### config.mk
export PLATFORM = sky130hd
export DESIGN_NAME = vscale_htif_pcr_host
export DESIGN_NICKNAME = d
export VERILOG_FILES = /design/src/rtl/vscale_htif_pcr_host.sv
export SDC_FILE = /design/constraint.sdc
export NUM_CORES = 1
export LEC_CHECK = 0
export BUFFER_PORTS_ARGS = -buffer_cell sky130_fd_sc_hd__buf_2
export CAP_MARGIN = 20
export CORE_ASPECT_RATIO = 0.7
export CORE_UTILIZATION = 35
export DETAILED_ROUTE_END_ITERATION = 10
export GPL_TIMING_DRIVEN = 0
export PLACE_DENSITY = 0.69
export SLEW_MARGIN = 20
export SYNTH_ARGS = -nofsm -noshare
export SYNTH_HDL_FRONTEND = slang
export SYNTH_SLANG_ARGS = --single-unit
export TNS_END_PERCENT = 30
### constraint.sdc
create_clock -name clk -period 3.92 [get_ports clk]
set_clock_uncertainty 0.15 [all_clocks]
set_input_delay 1.176 -clock clk [delete_from_list [all_inputs] [get_ports clk]]
set_output_delay 1.176 -clock clk [all_outputs]
set_load 0.01 [all_outputs]
### src/rtl/vscale_htif_pcr_host.sv
// Host-side initiator for the HTIF PCR (CSR) access channel.
// Accepts one read/write command at a time, issues a single htif_pcr_req,
// waits for the matching htif_pcr_resp and presents the result. A cycle
// counter aborts a transaction that stalls in REQ+WAIT too long.
`timescale 1ns/1ps
module vscale_htif_pcr_host #(
  parameter int ADDR_WIDTH     = 12,
  parameter int DATA_WIDTH     = 64,
  parameter int TIMEOUT_CYCLES = 1024
) (
  input  logic                  clk,
  input  logic                  reset,
  input  logic                  cmd_valid,
  output logic                  cmd_ready,
  input  logic                  cmd_rw,
  input  logic [ADDR_WIDTH-1:0] cmd_addr,
  input  logic [DATA_WIDTH-1:0] cmd_wdata,
  output logic                  rsp_valid,
  input  logic                  rsp_ready,
  output logic [DATA_WIDTH-1:0] rsp_data,
  output logic                  rsp_timeout,
  output logic                  htif_pcr_req_valid,
  input  logic                  htif_pcr_req_ready,
  output logic                  htif_pcr_req_rw,
  output logic [ADDR_WIDTH-1:0] htif_pcr_req_addr,
  output logic [DATA_WIDTH-1:0] htif_pcr_req_data,
  input  logic                  htif_pcr_resp_valid,
  output logic                  htif_pcr_resp_ready,
  input  logic [DATA_WIDTH-1:0] htif_pcr_resp_data,
  output logic                  busy
);

  typedef enum logic [1:0] {
    ST_IDLE = 2'd0,
    ST_REQ  = 2'd1,
    ST_WAIT = 2'd2,
    ST_RSP  = 2'd3
  } state_t;

  // A zero timeout disables the abort; keep a 1-bit counter so widths stay legal.
  localparam bit TO_EN = (TIMEOUT_CYCLES > 0);
  localparam int CNT_W = (TIMEOUT_CYCLES > 0) ? $clog2(TIMEOUT_CYCLES + 1) : 1;
  localparam logic [CNT_W-1:0] TO_LAST =
    (TIMEOUT_CYCLES > 0) ? CNT_W'(TIMEOUT_CYCLES - 1) : {CNT_W{1'b0}};
  localparam logic [CNT_W-1:0] CNT_MAX = {CNT_W{1'b1}};

  state_t                state_r;
  logic                  rw_r;
  logic [ADDR_WIDTH-1:0] addr_r;
  logic [DATA_WIDTH-1:0] wdata_r;
  logic [DATA_WIDTH-1:0] rsp_data_r;
  logic                  rsp_timeout_r;
  logic [CNT_W-1:0]      cnt_r;
  logic                  expire_s;

  // Expiry flag: this is the last permitted cycle in REQ+WAIT.
  always_comb begin
    expire_s = 1'b0;
    if (TO_EN) begin
      expire_s = (cnt_r == TO_LAST);
    end else begin
      expire_s = 1'b0;
    end
  end

  // Transaction FSM with command latches, result registers and timeout counter.
  always_ff @(posedge clk) begin
    if (!reset) begin
      state_r       <= ST_IDLE;
      rw_r          <= 1'b0;
      addr_r        <= {ADDR_WIDTH{1'b0}};
      wdata_r       <= {DATA_WIDTH{1'b0}};
      rsp_data_r    <= {DATA_WIDTH{1'b0}};
      rsp_timeout_r <= 1'b0;
      cnt_r         <= {CNT_W{1'b0}};
    end else begin
      case (state_r)
        ST_IDLE: begin
          if (cmd_valid) begin
            rw_r    <= cmd_rw;
            addr_r  <= cmd_addr;
            wdata_r <= cmd_wdata;
            cnt_r   <= {CNT_W{1'b0}};
            state_r <= ST_REQ;
          end
        end
        ST_REQ: begin
          if (TO_EN && (cnt_r != CNT_MAX)) begin
            cnt_r <= cnt_r + CNT_W'(1);
          end
          // A handshake in the expiry cycle takes precedence over the abort.
          if (htif_pcr_req_ready) begin
            state_r <= ST_WAIT;
          end else if (expire_s) begin
            rsp_data_r    <= {DATA_WIDTH{1'b0}};
            rsp_timeout_r <= 1'b1;
            state_r       <= ST_RSP;
          end
        end
        ST_WAIT: begin
          if (TO_EN && (cnt_r != CNT_MAX)) begin
            cnt_r <= cnt_r + CNT_W'(1);
          end
          if (htif_pcr_resp_valid) begin
            rsp_data_r    <= htif_pcr_resp_data;
            rsp_timeout_r <= 1'b0;
            state_r       <= ST_RSP;
          end else if (expire_s) begin
            rsp_data_r    <= {DATA_WIDTH{1'b0}};
            rsp_timeout_r <= 1'b1;
            state_r       <= ST_RSP;
          end
        end
        ST_RSP: begin
          if (rsp_ready) begin
            state_r <= ST_IDLE;
          end
        end
        default: begin
          state_r <= ST_IDLE;
        end
      endcase
    end
  end

  // Every output is a decode of registered state or a registered value.
  assign cmd_ready           = (state_r == ST_IDLE);
  assign htif_pcr_req_valid  = (state_r == ST_REQ);
  assign htif_pcr_resp_ready = (state_r == ST_WAIT);
  assign rsp_valid           = (state_r == ST_RSP);
  assign busy                = (state_r != ST_IDLE);
  assign htif_pcr_req_rw     = rw_r;
  assign htif_pcr_req_addr   = addr_r;
  assign htif_pcr_req_data   = wdata_r;
  assign rsp_data            = rsp_data_r;
  assign rsp_timeout         = rsp_timeout_r;

endmodule

==> metrics.txt, run 1 <==
crit path capture type=primary output; maximum operating frequency=0.3494 GHz; global-route usage over all layers=0.1887; proportion of layout cells with a drive suffix above 1=0.3585; number of inserted filler cells in the final layout=1543; max-slew violation count=0; cell chain of the critical path=inv_1, ha_1, buf_2, inv_1, buf_2; wire per inst=~14 um; unrepaired setup endpoints after global routing=no; HPWL after detailed placement=12220 um; horizontal die dimension=between 150 and 200 um; cell taking the most area after synthesis=sky130_fd_sc_hd__dfxtp_1; register share of total power=0.420; part of the cycle the worst path needs=0.7301; worst path bufs/invs=4; area fraction in compound gates after synthesis=0.09875; Area after DPL=around 0.0075 mm2; top post-synthesis cells by area=sky130_fd_sc_hd__dfxtp_1, sky130_fd_sc_hd__mux2i_1, sky130_fd_sc_hd__nand2_1; H-tree lvl count=4; clock network latency to the later pin of the worst-skew pair=around 0.4 ns; final routed DRC violation total=0; Synth Area in Adders=0.01095; number of global-route vias before repair=5013; Post-DRT Antenna Nets=0; minimum clock period after layout=between 2 and 3 ns; Detailed Route WL=16180 um; Post-Route Utilization=0.5122; setup total negative slack=0 ns; CP Class=flip-flop to primary output; Worst slew margin=0.5345; top library cells by usage in the layout, fill and taps aside=sky130_fd_sc_hd__buf_2, sky130_fd_sc_hd__nand2_1, sky130_fd_sc_hd__dfxtp_1, sky130_fd_sc_hd__a21oi_1, sky130_fd_sc_hd__nor2_1; synthesis-to-layout area growth=41.08%; Inserted Clock Buffers=17; first-pass GRT wire length=about 25000 um; net count after synthesis=slightly below 800; Pre-antenna DRT Iters=4; switching pwr=0.001272 W; clock-pin transition on the worst setup and hold timing paths=roughly 0.070 ns; mean instance size in the synthesized netlist=8.915 um2; Post-Layout Inst Area=approximately 0.0081 mm2; required time worst endpoint=about 2.6 ns; total number of vias=5446; portion of netlist area occupied by mux cells=0.1176; post-synthesis share of cell area spent on and, or, nand and nor gates=0.1890; clk sinks=155; Setup-failing EPs final=0; clock root buffer master=sky130_fd_sc_hd__clkbuf_16; post-CTS setup buffer count=0; synth unique cells=40; Gate Count Post-Synth=641; Hold WC Path Type=flip-flop to flip-flop; core area=between 0.015 and 0.02 mm2; leakage dissipation=~4.2 nW; antenna violations before repair=3; hold buffer count at cts=0; result of the run=finished, final reports clean; area share of xor/xnor cells in the synthesized design=0; pin slew with the least headroom to its limit=~0.7 ns; Hold Fails Final Rpt=0; maximum vdd ir drop=between 0.0002 and 0.0003 V; pin count of the biggest net entering global routing=18; proportion of power drawn by combinational gates=0.180; Bufs on Longest Clock Path=2; count of buffers inserted at the top-level ports=292; CTS tree=yes; power per cell area=roughly 520 mW/mm2; Slowest Stage Delay on Critical Path=between 0.4 and 0.5 ns; fraction of the yosys area taken by sequential cells=0.5430; initial core utilization=0.3631; number of top-level pins=between 200 and 300; violation count after the first detailed-route iteration=~240; fraction of synthesized cell area taken by the top area cell type=0.5430; Die Height=between 100 and 150 um; gpl congestion=roughly 0.75; Clock power frac=0.400; drt via density=roughly 4.6; Resized Gates After CTS=0; floorplan row count=38; Synth Register Bits=approximately 160; Worst EP arrival=1.54 ns; Nets=between 1000 and 1500; Total Die Area=between 0.015 and 0.02 mm2; Critical Path Start Type=flip-flop; YS warnings=0; largest driver fanout on the critical path=7; sw frac=0.3038; cell family contributing the most delay on the critical path=buffers and inverters; mapped cell area=0.005714 mm2; max cap viols=0; combinational family with the most area after synthesis=simple AND/OR/NAND/NOR gates; most common library cell in the layout ignoring fill and taps=sky130_fd_sc_hd__buf_2; Internal Power=between 0.002 and 0.003 W; slowest cell on the critical path=sky130_fd_sc_hd__dfxtp_1; gr ovfl total=0
==> power groups by stage <==
stage	logic [W]	clock network [W]	registers, W
floorplan	0.000382	0	0.00185
global placement	0.000755	0	0.00179
detailed placement	0.000761	0	0.00179
CTS	0.000763	0.00171	0.00176
global route	0.000843	0.00178	0.00177
finish	0.000754	0.00167	0.00176
==> per-layer routing <==
layer  wire length [um]  global-route usage  part of all wire
met5                 13                   0           0.00080
met1               7331              0.2341              0.45
met3               1133             0.06200             0.070
met4                229             0.06506             0.014
met2               7472              0.3093              0.46
==> cells by family after synthesis <==
| family | count (synthesis) |
|---|---|
| AND/OR/NAND/NOR | 264 |
| flip-flops | 155 |
| AO/OA/AOI/OAI | 102 |
| multiplexers | 67 |
| buffers and inverters | 48 |
| adder cells (fa/ha/maj) | 5 |
==> sequential cells by signal, summed over array words and instances, names as in the netlist <==
signal / count
htif_pcr_req_rw: 1
htif_pcr_req_data: 64
cnt_r: 11
rsp_timeout: 1
rsp_data: 64
state_r: 2
htif_pcr_req_addr: 12
==> tightest hold or removal path: stages (launching register included) <==
cell and delay (ns):
sky130_fd_sc_hd__dfxtp_1 0.30, sky130_fd_sc_hd__nand2_1 0.05, sky130_fd_sc_hd__a21oi_1 0.05
==> layout make-up <==
class / instances / area [um2] / share of cell area
clock inverters: 14 / 166.4 / 0.02064
inverters: 9 / 33.78 / 0.004191
well taps: 220 / 275.3 / 0.03415
plain buffers: 39 / 198.9 / 0.02468
diodes: 2 / 5.005 / 0.0006208
multi-input cells: 438 / 2379 / 0.2950
flip-flops and latches: 155 / 3103 / 0.3849
repair buffers: 292 / 1461 / 0.1813
clock buffers: 18 / 439.2 / 0.05448
==> metrics by stage <==
step / setup WS (ns) / hold slack, ns / std cells / total power, W
2_1_floorplan: 1.338 / 0.3097 / 641 / 0.002228
3_3_place_gp: 0.8411 / 0.2889 / 1153 / 0.002543
3_5_place_dp: 0.7623 / 0.2932 / 1153 / 0.002553
4_1_cts: 1.046 / 0.3022 / 1185 / 0.004236
5_1_grt: 0.9865 / 0.3175 / 1186 / 0.004401
6_report: 1.058 / 0.3018 / 1187 / 0.004186
==> cells in the mapped netlist (all sizes together) <==
master,number
nand2,159
dfxtp,155
a21oi,83
nor2,75
mux2i,66
clkbuf,23
buf,16
inv,8
nand3,7
o21ai,6
ha,5
nor3,5
o31ai,5
or4,4
nor2b,3
and3,2
nand4,2
nor4,2
o41ai,2
a211oi,1
a311oi,1
a31oi,1
a41oi,1
and2,1
clkinv,1
mux2,1
nand2b,1
nand3b,1
o211a,1
o311ai,1
or3,1
or4b,1
==> worst paths after layout <==
path,cells past startpoint,end,slack (ns),from
setup / recovery,5,busy,1.06,state_r[0]
hold / removal,2,htif_pcr_req_data[43],0.30,htif_pcr_req_data[43]
setup reg to reg,9,htif_pcr_req_data[33],1.30,state_r[0]
hold reg to reg,2,htif_pcr_req_data[43],0.30,htif_pcr_req_data[43]
No activity file was read; power rests on OpenSTA's default activity.
==> run 2: changes to the inputs <==
--- a/config.mk
+++ b/config.mk
@@ -5,13 +5,14 @@
 export SDC_FILE = /design/constraint.sdc
 export NUM_CORES = 1
 export LEC_CHECK = 0
+export ABC_AREA = 1
 export BUFFER_PORTS_ARGS = -buffer_cell sky130_fd_sc_hd__buf_2
 export CAP_MARGIN = 20
 export CORE_ASPECT_RATIO = 0.7
 export CORE_UTILIZATION = 35
 export DETAILED_ROUTE_END_ITERATION = 10
 export GPL_TIMING_DRIVEN = 0
-export PLACE_DENSITY = 0.69
+export PLACE_DENSITY = 0.68
 export SLEW_MARGIN = 20
 export SYNTH_ARGS = -nofsm -noshare
 export SYNTH_HDL_FRONTEND = slang
==> constraint.sdc (replaced) <==
create_clock -name clk -period 2.93 [get_ports clk]
set_clock_uncertainty 0.15 [all_clocks]
set_input_delay 0.879 -clock clk [delete_from_list [all_inputs] [get_ports clk]]
set_output_delay 0.879 -clock clk [all_outputs]
set_load 0.01 [all_outputs]
==> metrics.txt, run 2 <==
Gate Count Post-Synth=774 (+21%); gpl congestion=0.8248 (+9.9%); HPWL after detailed placement=14710 um (+20%); number of global-route vias before repair=6030 (+20%); worst reg-to-reg setup slack=0.85 ns (-0.45 ns); net count after synthesis=926 (+17%); wire per inst=14.54 um (+6.7%); Total Die Area=0.01885 mm2 (+12%); crit path capture type=primary output; r2r startpoint=state_r[0]; YS warnings=0 (unchanged); fraction of synthesized cell area taken by the top area cell type=0.4847 (-0.05837); antenna violations before repair=0 (-3); max cap viols=0 (unchanged); cell chain of the critical path=inv_1, ha_1, inv_1, buf_2; floorplan row count=40 (+5.3%); DP Cell Count=1296 (+12%); most common cell in the synthesized netlist=sky130_fd_sc_hd__nor2_1; Bufs on Longest Clock Path=2 (unchanged); antenna cells=0 (-2); top library cells by usage in the layout, fill and taps aside=sky130_fd_sc_hd__buf_2, sky130_fd_sc_hd__nor2_1, sky130_fd_sc_hd__dfxtp_1, sky130_fd_sc_hd__o21ai_0, sky130_fd_sc_hd__a31oi_1; power per cell area=601.7 mW/mm2 (+16%); async set-reset flop share out of synthesis=0 (unchanged); horizontal die dimension=163.7 um (+5.8%); count of flip-flops with a built-in enable after synthesis=0 (unchanged); Post-DRT Antenna Nets=0 (unchanged); required time worst endpoint=1.90 ns (-0.69 ns); Synth Register Bits=155 (unchanged); Resized Gates After CTS=0 (unchanged); maximum vdd ir drop=0.0003103 V (+4.2%); first-pass GRT wire length=30460 um (+23%); max-slew violation count=0 (unchanged); Die Height=115.2 um (+5.7%); worst path bufs/invs=3 (-1); cell family contributing the most delay on the critical path=flip-flops; clk sinks=155 (unchanged); Slowest Stage Delay on Critical Path=0.37 ns (-0.06 ns); most frequent cell on the critical path=sky130_fd_sc_hd__inv_1; H-tree lvl count=4 (unchanged); pin slew with the least headroom to its limit=0.5205 ns (-0.1777 ns); unrepaired setup endpoints after global routing=no; maximum operating frequency=~0.4 GHz; minimum clock period after layout=2.434 ns; commonest cells in the netlist=sky130_fd_sc_hd__nor2_1, sky130_fd_sc_hd__dfxtp_1, sky130_fd_sc_hd__o21ai_0; launching instance or port of the critical path=state_r[0]; synth unique cells=31 (-23%); proportion of layout cells with a drive suffix above 1=0.3947 (+0.03616); part of the cycle the worst path needs=0.8308; synthesis-to-layout area growth=36.27%; number of top-level pins=294 (unchanged); final total power=0.005250 W (+25%); Layout Cells excl Fill=1328 (+12%); cell taking the most area after synthesis=sky130_fd_sc_hd__dfxtp_1; fraction of the yosys area taken by sequential cells=0.4847 (-0.05837); top post-synthesis cells by area=sky130_fd_sc_hd__dfxtp_1, sky130_fd_sc_hd__nor2_1, sky130_fd_sc_hd__nor3_2; Inserted Clock Buffers=17 (unchanged); result of the run=finished, final reports clean; mapped cell area=0.006402 mm2 (+12%); drt via density=4.758 (+3.7%); clock network latency to the later pin of the worst-skew pair=0.41 ns (about the same); hold buffer count at cts=0 (unchanged); CP Class=flip-flop to primary output; final routed DRC violation total=0 (unchanged); most common library cell in the layout ignoring fill and taps=sky130_fd_sc_hd__buf_2; total number of vias=6319 (+16%); clock root buffer master=sky130_fd_sc_hd__clkbuf_16; Critical Path Start Type=flip-flop; Hold Fails Final Rpt=0 (unchanged); CTS tree=yes; Pre-antenna DRT Iters=6 (+2); gr ovfl total=0 (unchanged); global-route usage over all layers=0.2039 (+0.01521); violation count after the first detailed-route iteration=478 (+100%); Detailed Route WL=19310 um (+19%); Worst EP arrival=1.41 ns (-0.13 ns); worst-case setup margin in the final layout=0.4959 ns (-0.5620 ns); pre-CTS setup slack=0.6313 ns (-0.1310 ns); prevailing post-synth register cell=sky130_fd_sc_hd__dfxtp_1; largest driver fanout on the critical path=5 (-2); setup total negative slack=0 ns (unchanged); start point of the worst min-delay path=rsp_timeout; Setup-failing EPs final=0 (unchanged); post-CTS setup buffer count=0 (unchanged); clock-pin transition on the worst setup and hold timing paths=0.06 ns (about the same); Hold WC Path Type=flip-flop to flip-flop; mean instance size in the synthesized netlist=8.272 um2 (-7.2%); count of buffers inserted at the top-level ports=291 (-0.34%); Worst slew margin=0.6530 (+0.1185); pin count of the biggest net entering global routing=17 (-1); slowest cell on the critical path=sky130_fd_sc_hd__dfxtp_1; initial core utilization=0.3655 (+0.002406); core area=0.01752 mm2 (+11%); Nets=1236 (+12%); leakage dissipation=4.005 nW (-5.0%)
run 2: cells by family (layout without fill, tap and decap cells):
| kind of cell | after synthesis | after routing | synth area share |
|---|---|---|---|
| XOR/XNOR | 1 | 1 | 0.001368 |
| adder cells (fa/ha/maj) | 5 | 5 | 0.009771 |
| buffers and inverters | 88 | 411 | 0.07582 |
| AO/OA/AOI/OAI | 161 | 161 | 0.1397 |
| AND/OR/NAND/NOR | 364 | 364 | 0.2886 |
| flip-flops | 155 | 155 | 0.4847 |
run 2: cell type report:
type                       instances  area (um2)
buffer                            60       379.1
clock buffer                      19       442.9
clock inverter                    13       133.9
fill                            1737        8792
inverter                          28       106.4
multi-input combinational        531        2814
sequential                       155        3103
tap                              231       289.0
timing repair buffer             291        1456
run 2: path summary, 6_finish.rpt:
path / end / depth (start not counted)
min: rsp_timeout / 2
max: busy / 4
max reg2reg: htif_pcr_req_data[19] / 7
min reg2reg: rsp_timeout / 2
run 2: per-stage QoR:
stage          hold slack (ns)  instance area, um2  utilization
2_1_floorplan           0.2973                6402            -
3_5_place_dp            0.3132                8148       0.4651
5_1_grt                 0.3503                8725       0.4981
4_1_cts                 0.3273                8725       0.4981
3_3_place_gp            0.2972                8148       0.4651
6_report                0.3236                8725       0.4981
run 2: power by group:
group / total (W) / internal [W] / switching (W)
registers: 0.00230 / 0.00224 / 0.0000658
clock network: 0.00214 / 0.00121 / 0.000928
logic: 0.000807 / 0.000316 / 0.000491
total: 0.00525 / 0.00377 / 0.00148
run 2: routing by layer:
| layer | share of wire | global-route usage | vias to the layer above |
|---|---|---|---|
| li1 | - | - | 3193 |
| met1 | 0.47 | 0.2817 | 2938 |
| met2 | 0.46 | 0.3141 | 169 |
| met3 | 0.055 | 0.05411 | 19 |
| met4 | 0.012 | 0.05309 | 0 |
| met5 | 0 | 0 | - |
run 2: worst reg2reg max path, delay by kind of cell (launching register included):
| family | cells | cell delay (ns) |
|---|---|---|
| buffers and inverters | 3 | 0.69 |
| adder cells (fa/ha/maj) | 1 | 0.29 |
| AND/OR/NAND/NOR | 2 | 0.33 |
| AO/OA/AOI/OAI | 1 | 0.20 |
| flip-flops | 1 | 0.37 |
==> run 3: changes to the inputs <==
--- a/config.mk
+++ b/config.mk
@@ -12,7 +12,7 @@
 export CORE_UTILIZATION = 35
 export DETAILED_ROUTE_END_ITERATION = 10
 export GPL_TIMING_DRIVEN = 0
-export PLACE_DENSITY = 0.68
+export PLACE_DENSITY = 0.7
 export SLEW_MARGIN = 20
 export SYNTH_ARGS = -nofsm -noshare
 export SYNTH_HDL_FRONTEND = slang
==> constraint.sdc (replaced) <==
create_clock -name clk -period 2 [get_ports clk]
set_clock_uncertainty 0.15 [all_clocks]
set_input_delay 0.6 -clock clk [delete_from_list [all_inputs] [get_ports clk]]
set_output_delay 0.6 -clock clk [all_outputs]
set_load 0.01 [all_outputs]
==> metrics.txt, run 3 (same netlist as run 2, synthesis figures left out) <==
count of buffers inserted at the top-level ports=291 (unchanged); pre-CTS setup slack=-0.1406 ns (-0.7719 ns); number of top-level pins=294 (unchanged); max-slew violation count=0 (unchanged); Total Die Area=0.01885 mm2 (unchanged); CP Class=flip-flop to primary output; antenna cells=0 (unchanged); maximum operating frequency=roughly 0.51 GHz; synthesis-to-layout area growth=38.21%; Post-DRT Antenna Nets=0 (unchanged); floorplan row count=40 (unchanged); clock root buffer master=sky130_fd_sc_hd__clkbuf_16; antenna violations before repair=0 (unchanged); violation count after the first detailed-route iteration=393 (-18%); largest driver fanout on the critical path=4 (-1); initial core utilization=0.3655 (unchanged); wire per inst=14.93 um (+2.7%); result of the run=finished, final reports clean; power per cell area=888.1 mW/mm2 (+48%); leakage dissipation=4.040 nW (+0.85%); first-pass GRT wire length=31160 um (+2.3%); clk sinks=155 (unchanged); Detailed Route WL=19840 um (+2.7%); drt via density=4.786 (+0.57%); global-route usage over all layers=0.2092 (+0.005230); horizontal die dimension=163.7 um (unchanged); Hold Fails Final Rpt=0 (unchanged); Die Height=115.2 um (unchanged); tightest hold margin=0.2642 ns (-0.05936 ns); unrepaired setup endpoints after global routing=yes; gr ovfl total=0 (unchanged); Pre-antenna DRT Iters=5 (-1); gpl congestion=0.8298 (+0.61%); part of the cycle the worst path needs=0.9848; Post-Layout Inst Area=0.008848 mm2 (+1.4%); worst-case setup margin in the final layout=0.03043 ns (-0.4655 ns); cell chain of the critical path=inv_4, ha_2, buf_2; CTS tree=yes; cell count of the worst reg-to-reg path=9 (+2); top library cells by usage in the layout, fill and taps aside=sky130_fd_sc_hd__buf_2, sky130_fd_sc_hd__nor2_1, sky130_fd_sc_hd__dfxtp_1, sky130_fd_sc_hd__o21ai_0, sky130_fd_sc_hd__a31oi_1; most common library cell in the layout ignoring fill and taps=sky130_fd_sc_hd__buf_2; total number of vias=6360 (+0.65%); Slowest Stage Delay on Critical Path=0.37 ns (about the same); Bufs on Longest Clock Path=2 (unchanged); Hold WC Path Type=primary input to flip-flop; required time worst endpoint=1.25 ns (-0.65 ns); Area after DPL=0.008148 mm2 (unchanged); slowest cell on the critical path=sky130_fd_sc_hd__dfxtp_4; Nets=1237 (+0.081%); number of global-route vias before repair=6049 (+0.32%); WHS Path Cells=3 (+1); Worst slew margin=0.6614 (+0.008454); Inserted Clock Buffers=17 (unchanged); pin slew with the least headroom to its limit=0.5078 ns (-0.01268 ns); minimum clock period after layout=1.970 ns; max cap viols=0 (unchanged); core area=0.01752 mm2 (unchanged); crit path capture type=primary output; clock network latency to the later pin of the worst-skew pair=0.42 ns (about the same); maximum vdd ir drop=0.0006156 V (+98%); Worst EP arrival=1.22 ns (-0.19 ns); proportion of layout cells with a drive suffix above 1=0.4171 (+0.02241); clock-pin transition on the worst setup and hold timing paths=0.07 ns (about the same); H-tree lvl count=4 (unchanged); Setup-failing EPs final=0 (unchanged); final routed DRC violation total=0 (unchanged); pin count of the biggest net entering global routing=18 (+1); Critical Path Start Type=flip-flop; HPWL after detailed placement=14780 um (+0.50%)
-- run 3: through the flow --
stage                 util  power [W]  TNS (ns)  instances
global route        0.5051   0.008231  -0.05535       1329
global placement    0.4651   0.004604    -1.183       1296
finish              0.5051   0.007858         0       1329
floorplan                -   0.004107         0        774
CTS                 0.5024   0.007924         0       1329
detailed placement  0.4651   0.004622    -1.581       1296
-- run 3: area by class of cell --
| class | instances | area (um2) |
|---|---|---|
| Buffer | 60 | 396.6 |
| Clock buffer | 17 | 425.4 |
| Clock inverter | 15 | 175.2 |
| Fill cell | 1721 | 8668 |
| Inverter | 28 | 108.9 |
| Multi-Input combinational cell | 531 | 2872 |
| Sequential cell | 155 | 3112 |
| Tap cell | 231 | 289.0 |
| Timing Repair Buffer | 292 | 1470 |
-- run 3: layer usage --
metal / share of wire / up-vias / GRT usage
met5: 0 / - / 0
met4: 0.0089 / 0 / 0.05494
met3: 0.058 / 13 / 0.05159
met2: 0.46 / 189 / 0.3294
met1: 0.47 / 2954 / 0.2854
li1: - / 3204 / -
-- run 3: worst paths after layout --
path                         startpoint               endpoint  slack [ns]
setup / recovery             state_r[0]    htif_pcr_resp_ready        0.03
hold / removal            cmd_wdata[33]  htif_pcr_req_data[33]        0.26
setup reg to reg             state_r[0]           rsp_data[52]        0.11
hold reg to reg   htif_pcr_req_data[33]  htif_pcr_req_data[33]        0.33
-- run 3: power breakdown --
| part | switching [W] | internal, W | leakage [nW] |
|---|---|---|---|
| registers | 0.0000968 | 0.00328 | 1.27 |
| logic | 0.000734 | 0.000487 | 2.48 |
| clock network | 0.00148 | 0.00179 | 0.292 |
-- run 3: critical path, delay by kind of cell (launching register included) --
| family | cells | cell delay [ns] |
|---|---|---|
| DFF | 1 | 0.37 |
| buffers and inverters | 2 | 0.23 |
| adders and majority gates | 1 | 0.21 |
-- run 3: repair_timing --
| action | in CTS | in global routing |
|---|---|---|
| gates resized for setup | 13 | 26 |
| pin swaps | 0 | 1 |
| endpoints found under the hold margin | 0 | 0 |
| hold buffers | 0 | 0 |
| setup buffers | 1 | 0 |
| endpoints found under the setup margin | 53 | 76 |
| cloned | 0 | 0 |
